<file path="config.mk">
export PLATFORM = sky130hd
export DESIGN_NAME = alu_mdu
export DESIGN_NICKNAME = d
export VERILOG_FILES = /design/src/rtl/alu_pkg.sv /design/src/rtl/mdu_iter.sv /design/src/rtl/alu_mdu.sv
export SDC_FILE = /design/constraint.sdc
export NUM_CORES = 1
export LEC_CHECK = 0
export ABC_AREA = 1
export BUFFER_PORTS_ARGS = -buffer_cell sky130_fd_sc_hd__buf_2
export CAP_MARGIN = 30
export CORE_MARGIN = 2
export CORE_UTILIZATION = 24
export CTS_CLUSTER_DIAMETER = 40
export DETAILED_ROUTE_END_ITERATION = 7
export GPL_TIMING_DRIVEN = 0
export SLEW_MARGIN = 20
export SYNTH_ARGS = -nofsm -noshare
export SYNTH_HDL_FRONTEND = slang
export SYNTH_SLANG_ARGS = --single-unit
</file>
<file path="constraint.sdc">
create_clock -name clk -period 3.79 [get_ports clk]
set_clock_uncertainty 0.1 [all_clocks]
set_input_delay 0.379 -clock clk [delete_from_list [all_inputs] [get_ports clk]]
set_output_delay 0.379 -clock clk [all_outputs]
set_load 0.05 [all_outputs]
</file>
<file path="src/rtl/alu_pkg.sv">
// Shared opcodes, FSM state type and defaults for the EX-stage ALU with
// iterative multiply/divide unit.
package alu_pkg;

  localparam logic [3:0] ALU_AND   = 4'b0000;
  localparam logic [3:0] ALU_OR    = 4'b0001;
  localparam logic [3:0] ALU_ADD   = 4'b0010;
  localparam logic [3:0] ALU_SUB   = 4'b0110;
  localparam logic [3:0] ALU_SLT   = 4'b0111;
  localparam logic [3:0] ALU_SLTU  = 4'b1000;
  localparam logic [3:0] ALU_NOR   = 4'b1001;
  localparam logic [3:0] ALU_MULT  = 4'b1010;
  localparam logic [3:0] ALU_MULTU = 4'b1011;
  localparam logic [3:0] ALU_DIV   = 4'b1100;
  localparam logic [3:0] ALU_DIVU  = 4'b1101;
  localparam logic [3:0] ALU_MFHI  = 4'b1110;
  localparam logic [3:0] ALU_MFLO  = 4'b1111;

  localparam logic [31:0] DEBUG_PATTERN_DEFAULT = 32'hDEAD_BEEF;

  typedef enum logic [1:0] {IDLE, MUL, DIV, HOLD} state_t;

  // Opcodes that hand off to the multi-cycle multiply/divide datapath.
  function automatic logic is_mdu_op(input logic [3:0] op);
    return (op == ALU_MULT) || (op == ALU_MULTU) || (op == ALU_DIV) || (op == ALU_DIVU);
  endfunction

endpackage

</file>
<file path="src/rtl/mdu_iter.sv">
// Iterative multiply/divide datapath: shift-add multiply or restoring divide,
// one bit per cycle, WIDTH cycles after start. Signed ops run on magnitudes
// and are sign-corrected on the final step, which is presented combinationally
// alongside done so the caller can register it on that same edge.
module mdu_iter #(
  parameter int WIDTH = 32
) (
  input  logic             clk,
  input  logic             rst_n,
  input  logic             abort,
  input  logic             start,
  input  logic             is_div,
  input  logic             is_signed,
  input  logic [WIDTH-1:0] a,
  input  logic [WIDTH-1:0] b,
  output logic             done,
  output logic [WIDTH-1:0] hi_out,
  output logic [WIDTH-1:0] lo_out
);

  localparam int CW = $clog2(WIDTH);

  logic             busy;
  logic [CW-1:0]    count;
  logic             div_q, neg_q, neg_rem_q, zero_q;
  logic [WIDTH-1:0] acc, shreg, opnd;
  logic [WIDTH-1:0] acc_nx, shreg_nx;
  logic [WIDTH:0]   sum, trial, diff;
  logic [2*WIDTH-1:0] prod, prod_s;
  logic             sa, sb;
  logic [WIDTH-1:0] mag_a, mag_b;

  assign sa    = is_signed & a[WIDTH-1];
  assign sb    = is_signed & b[WIDTH-1];
  assign mag_a = sa ? (~a + 1'b1) : a;
  assign mag_b = sb ? (~b + 1'b1) : b;

  assign done  = busy && (count == CW'(WIDTH - 1));

  // One iteration step plus the sign-corrected view of its outcome.
  always_comb begin
    // NOTE: every always_comb output gets a default first so no path leaves it unassigned (no latch).
    acc_nx   = acc;
    shreg_nx = shreg;
    sum      = {1'b0, acc} + (shreg[0] ? {1'b0, opnd} : '0);
    trial    = {acc, shreg[WIDTH-1]};
    diff     = trial - {1'b0, opnd};
    if (div_q) begin
      // Borrow clear means the trial remainder covers the divisor.
      acc_nx   = diff[WIDTH] ? trial[WIDTH-1:0] : diff[WIDTH-1:0];
      shreg_nx = {shreg[WIDTH-2:0], ~diff[WIDTH]};
    end else begin
      acc_nx   = sum[WIDTH:1];
      shreg_nx = {sum[0], shreg[WIDTH-1:1]};
    end
    prod   = {acc_nx, shreg_nx};
    prod_s = neg_q ? (~prod + 1'b1) : prod;
    if (div_q) begin
      // Divide by zero leaves the remainder equal to the dividend; the quotient is forced to all-ones.
      lo_out = zero_q ? '1 : (neg_q ? (~shreg_nx + 1'b1) : shreg_nx);
      hi_out = neg_rem_q ? (~acc_nx + 1'b1) : acc_nx;
    end else begin
      lo_out = prod_s[WIDTH-1:0];
      hi_out = prod_s[2*WIDTH-1:WIDTH];
    end
  end

  // Operand latch on start, then WIDTH iteration steps; abort drops the op.
  always_ff @(posedge clk) begin
    // NOTE: sequential state uses non-blocking assignments so every register samples pre-edge values.
    if (!rst_n) begin
      busy      <= 1'b0;
      count     <= '0;
      div_q     <= 1'b0;
      neg_q     <= 1'b0;
      neg_rem_q <= 1'b0;
      zero_q    <= 1'b0;
      acc       <= '0;
      shreg     <= '0;
      opnd      <= '0;
    end else if (abort) begin
      busy  <= 1'b0;
      count <= '0;
    end else if (start) begin
      busy      <= 1'b1;
      count     <= '0;
      div_q     <= is_div;
      neg_q     <= sa ^ sb;
      neg_rem_q <= sa;
      zero_q    <= is_div && (b == '0);
      acc       <= '0;
      shreg     <= is_div ? mag_a : mag_b;
      opnd      <= is_div ? mag_b : mag_a;
    end else if (busy) begin
      acc   <= acc_nx;
      shreg <= shreg_nx;
      count <= count + 1'b1;
      if (done) busy <= 1'b0;
    end
  end

endmodule

</file>
<file path="src/rtl/alu_mdu.sv">
// EX-stage ALU with registered single-cycle ops and an iterative MULT/DIV unit
// owning the architectural HI/LO registers, behind valid/ready handshakes.
module alu_mdu
  import alu_pkg::*;
#(
  parameter int          WIDTH         = 32,
  parameter logic [31:0] DEBUG_PATTERN = DEBUG_PATTERN_DEFAULT
) (
  input  logic             clk,
  input  logic             rst_n,
  input  logic             flush,
  input  logic             in_valid,
  output logic             in_ready,
  input  logic [WIDTH-1:0] src1,
  input  logic [WIDTH-1:0] src2,
  input  logic [3:0]       ALU_control,
  output logic             out_valid,
  input  logic             out_ready,
  output logic [WIDTH-1:0] result,
  output logic [WIDTH-1:0] hi,
  output logic [WIDTH-1:0] lo
);

  state_t           state;
  logic             accept, mdu_start, mdu_done;
  logic [WIDTH-1:0] alu_res, mdu_hi, mdu_lo;

  assign in_ready  = (state == IDLE) && (!out_valid || out_ready);
  assign accept    = in_valid && in_ready;
  assign mdu_start = accept && !flush && is_mdu_op(ALU_control);

  mdu_iter #(.WIDTH(WIDTH)) u_mdu (
    .clk       (clk),
    .rst_n     (rst_n),
    .abort     (flush),
    .start     (mdu_start),
    .is_div    ((ALU_control == ALU_DIV) || (ALU_control == ALU_DIVU)),
    .is_signed ((ALU_control == ALU_MULT) || (ALU_control == ALU_DIV)),
    .a         (src1),
    .b         (src2),
    .done      (mdu_done),
    .hi_out    (mdu_hi),
    .lo_out    (mdu_lo)
  );

  // Single-cycle result selection; unused opcodes return the debug pattern.
  always_comb begin
    alu_res = WIDTH'(DEBUG_PATTERN);
    case (ALU_control)
      ALU_AND:  alu_res = src1 & src2;
      ALU_OR:   alu_res = src1 | src2;
      ALU_ADD:  alu_res = src1 + src2;
      ALU_SUB:  alu_res = src1 - src2;
      ALU_SLT:  alu_res = WIDTH'($signed(src1) < $signed(src2));
      ALU_SLTU: alu_res = WIDTH'(src1 < src2);
      ALU_NOR:  alu_res = ~(src1 | src2);
      ALU_MFHI: alu_res = hi;
      ALU_MFLO: alu_res = lo;
      default:  alu_res = WIDTH'(DEBUG_PATTERN);
    endcase
  end

  // Control FSM with registered result, output handshake and HI/LO update.
  always_ff @(posedge clk) begin
    if (!rst_n) begin
      state     <= IDLE;
      out_valid <= 1'b0;
      result    <= '0;
      hi        <= '0;
      lo        <= '0;
    end else if (flush) begin
      state     <= IDLE;
      out_valid <= 1'b0;
    end else begin
      case (state)
        IDLE: begin
          if (accept) begin
            if (ALU_control == ALU_MULT || ALU_control == ALU_MULTU) begin
              state     <= MUL;
              out_valid <= 1'b0;
            end else if (ALU_control == ALU_DIV || ALU_control == ALU_DIVU) begin
              state     <= DIV;
              out_valid <= 1'b0;
            end else begin
              result    <= alu_res;
              out_valid <= 1'b1;
            end
          end else if (out_valid && out_ready) begin
            out_valid <= 1'b0;
          end else if (out_valid) begin
            state <= HOLD;
          end
        end
        MUL, DIV: begin
          if (mdu_done) begin
            hi        <= mdu_hi;
            lo        <= mdu_lo;
            result    <= mdu_lo;
            out_valid <= 1'b1;
            state     <= IDLE;
          end
        end
        HOLD: begin
          if (out_ready) begin
            out_valid <= 1'b0;
            state     <= IDLE;
          end
        end
        default: state <= IDLE;
      endcase
    end
  end

endmodule

</file>
==> results by group <==
Status
  – Status: finished with violations
  – Failing checks: setup timing

Clocking
  – Clock Tree Root: clkbuf_16
  – CTS clk-pin slew, worst paths: 0.06 ns
  – Largest buffer count on any clock path: 3
  – CTS Sinks: 205
  – H-tree depth: 2
  – # hold bufs at CTS: 0
  – Clk_lat worst skew: 0.58 ns
  – CTS Buf Count: 41
  – CTS tree: done

Global routing
  – Grt ovf: 0
  – First-pass GRT wire length: between 200,000 and 250,000 µm
  – Total GRT Usage: about 28%
  – Initial antenna violation count: 8
  – Largest net degree at the start of global routing: 13
  – Vias in the first global route: roughly 29,000

Placement
  – HPWL after DPL: 127,300 µm
  – Worst slack, placed: -1.232 ns
  – PortBufs: 169
  – Gpl congestion: 1.050

Min path
  – Worst min path class: in2reg
  – Hold depth: 4

Critical path
  – Crit. End Element: register
  – Max stage delay on crit path: around 0.36 ns
  – Critical Path Slowest Stage Cell: fa_2
  – Worst Path Arrival: 4.63 ns
  – CP required: 4.17 ns
  – WS Path Type: reg2reg
  – FF-to-FF path depth: 29
  – Critical Path Source Type: register
  – Most used cell, CP: nand2_4
  – Critical Path Fanout Max: 4

Layout
  – Layout area overhead: 26.57%
  – Final core utilization: 30.73%
  – Ratio of cells with drive above 1 in the final layout: between 10% and 20%
  – Fin nets: 4,792

Drt
  – DR WL/cell: 25.29 µm
  – First DRT Iteration DRCs: around 3,200
  – DRC: 0
  – Remaining antenna violation count: 0
  – Via count: 30,860
  – Via density: 5.194
  – Routed WL: 150,200 µm
  – DR pass1 iterations: 6

STA
  – Setup Viol. Count Final: 37
  – Actual slew at the worst max-slew pin: ~1.1 ns
  – PnR worst setup slack: -0.4540 ns
  – TNS Setup: -8.128 ns
  – Fmax: 235.6 MHz
  – RSZ-0062 raised after global routing: yes
  – Final hold vios: 0
  – Tmin final: 4.244 ns
  – Pins Over Slew Limit: 0
  – Max-slew headroom: 26.34%
  – Period utilization: 112.0%
  – Hold_ws: between 0.1 and 0.15 ns

Power
  – Pint: 6.060 mW
  – Clock Power Share: 38.3%
  – Leak Pwr: 14.98 nW
  – Pwr Density: between 300 and 400 nW/µm²
  – Switching power of the nets: 4.344 mW
  – Sw frac: 41.75%
  – Comb power frac: between 30% and 40%
  – Peak supply drop: 0.0002831 V
  – Seq pwr share: 21.9%

Synthesis
  – Main synth FF type: dfxtp_1
  – Yosys top cell area share: 16.86%
  – Xor and xnor area share after synthesis: around 3.3%
  – Syn nets: between 4,000 and 5,000
  – Largest cells by area after synthesis: nand2_1, dfxtp_1, inv_1
  – Complex-gate fraction of the synthesized area: between 20 and 25%
  – Sequential element share of the synthesized area: around 17%
  – Synth Cell Area: 24,350 µm²
  – Number of synthesized flops with an enable pin: 0
  – Syn Area/Cell: 5.713 µm²
  – Simple-gate portion of the synthesized area: 34.48%
  – Synthesis-stage register bit count: 205
  – Largest family of logic cells by synthesized area: simple AND/OR/NAND/NOR gates
  – Distinct cells, synth: 66
  – Fraction of the mapped netlist area in adder cells: 9.013%
  – Async S/R FF share, synth: 0%
  – Mux cell area share after synthesis: 0.05652%
  – Post-Synthesis Cells: 4,262
  – Synth area leader: nand2_1
  – Yosys synthesis warning count: 0

Floorplan
  – # IOs: between 150 and 200
  – Die X-Extent: 322.5 µm
  – Die height: 322.5 µm
  – Core ar.: 100,300 µm²
  – Num rows: 116
  – Die area: around 100,000 µm²
  – Initial Util: 24.28%

Run
  – Max-Cap Viols: 0
registers in the layout, indices dropped and copies added, names as in the netlist:
name             flops
out_valid            1
result              32
lo                  32
u_mdu.neg_rem_q      1
u_mdu.count          5
u_mdu.div_q          1
u_mdu.neg_q          1
hi                  32
u_mdu.shreg         32
u_mdu.opnd          32
u_mdu.acc           32
state                2
u_mdu.busy           1
u_mdu.zero_q         1
worst paths after layout:
| path | start | to | slack [ns] |
|---|---|---|---|
| setup / recovery | u_mdu.shreg[31]$_SDFFE_PN0P_ | hi[14]$_SDFFE_PN0P_ | -0.45 |
| hold / removal | flush | state[1]$_SDFFE_PP0P_ | 0.11 |
| setup reg to reg | u_mdu.shreg[31]$_SDFFE_PN0P_ | hi[14]$_SDFFE_PN0P_ | -0.45 |
| hold reg to reg | result[5]$_SDFFE_PN0P_ | result[5]$_SDFFE_PN0P_ | 0.36 |
power by group through the flow:
| stage | Combinational, mW | Sequential, mW | Clock, mW |
|---|---|---|---|
| 2_1_floorplan | 2.07 | 2.41 | 0 |
| 3_3_place_gp | 3.42 | 2.33 | 0 |
| 3_5_place_dp | 3.43 | 2.33 | 0 |
| 4_1_cts | 3.59 | 2.28 | 4.02 |
| 5_1_grt | 4.40 | 2.28 | 4.13 |
| 6_report | 4.15 | 2.27 | 3.98 |
stage by stage:
step           power (mW)  instance area [µm²]  std cells
2_1_floorplan       4.483                24370       4262
3_3_place_gp        5.752                26910       5788
3_5_place_dp        5.754                26950       5794
4_1_cts             9.893                29400       5890
5_1_grt             10.80                30810       5937
6_report            10.40                30820       5940
worst max-delay path: cells and delay by family (launching register included):
kind	cells	cell delay (ns)
adders and majority gates	3	0.73
buffers and inverters	6	0.53
AOI/OAI and AO/OA	3	0.54
and+or+nand+nor	17	1.90
DFF	1	0.34
metal layers:
layer | track usage, % | share of wire, % | vias to the layer above
met5 | 0 | 0 | -
met4 | 17.84 | 7.8 | 0
met3 | 3.667 | 7.2 | 337
met2 | 44.54 | 44 | 1491
met1 | 35.26 | 41 | 14600
li1 | - | - | 14420
logic make-up after synthesis:
logic type	Yosys count
XOR/XNOR	91
buffers and inverters	892
adder cells (fa/ha/maj)	173
AO/OA/AOI/OAI	933
flip-flops	205
AND/OR/NAND/NOR	1967
multiplexers	1
cells in the mapped netlist (all sizes together) (40+ instances only):
library cell  number
a21oi            380
o211ai            68
xor2              83
ha               169
inv              729
nand4             40
nor2             408
o21ai            305
nand2           1134
dfxtp            205
nand3            258
nor3              52
buf               44
clkbuf           113
timing repair:
| item | 4_1_cts | 5_1_grt |
|---|---|---|
| pin swaps | 43 | 67 |
| setup endpoints to repair | 93 | 84 |
| gates cloned | 0 | 3 |
| gates resized for setup | 231 | 263 |
| buffers inserted | 21 | 42 |
layout make-up:
cell class                      count  area (µm²)
Fill cell                       11530       69470
Multi-Input combinational cell   3165       18370
Sequential cell                   205        4240
Inverter                          735        2775
Tap cell                         1357        1698
Timing Repair Buffer              243        1496
Clock buffer                       52        1127
Buffer                            155       735.7
Clock inverter                     24       365.4
Antenna cell                        4       10.01
placed cells by master (no fill, tap or decap), drive strengths merged, types with 4 or more instances in the layout:
cell	n
buf	283
a22o	4
clkinvlp	4
fa	4
ha	169
a21o	5
nand2	1134
bufinv	6
inv	735
nand3	258
nand4	40
nand3b	33
clkbuf	167
a21oi	380
a2111oi	12
o21a	11
or2	19
a31oi	27
a221oi	6
o211ai	68
a22oi	12
o2111ai	13
a211oi	8
o21ai	305
nor2	408
nor4	14
nor3	52
xnor2	8
o221ai	27
o21bai	17
a21boi	5
xor2	83
diode	4
o22ai	21
o31ai	4
dfxtp	205
clkinv	14
(Power assumes the default switching activity.)
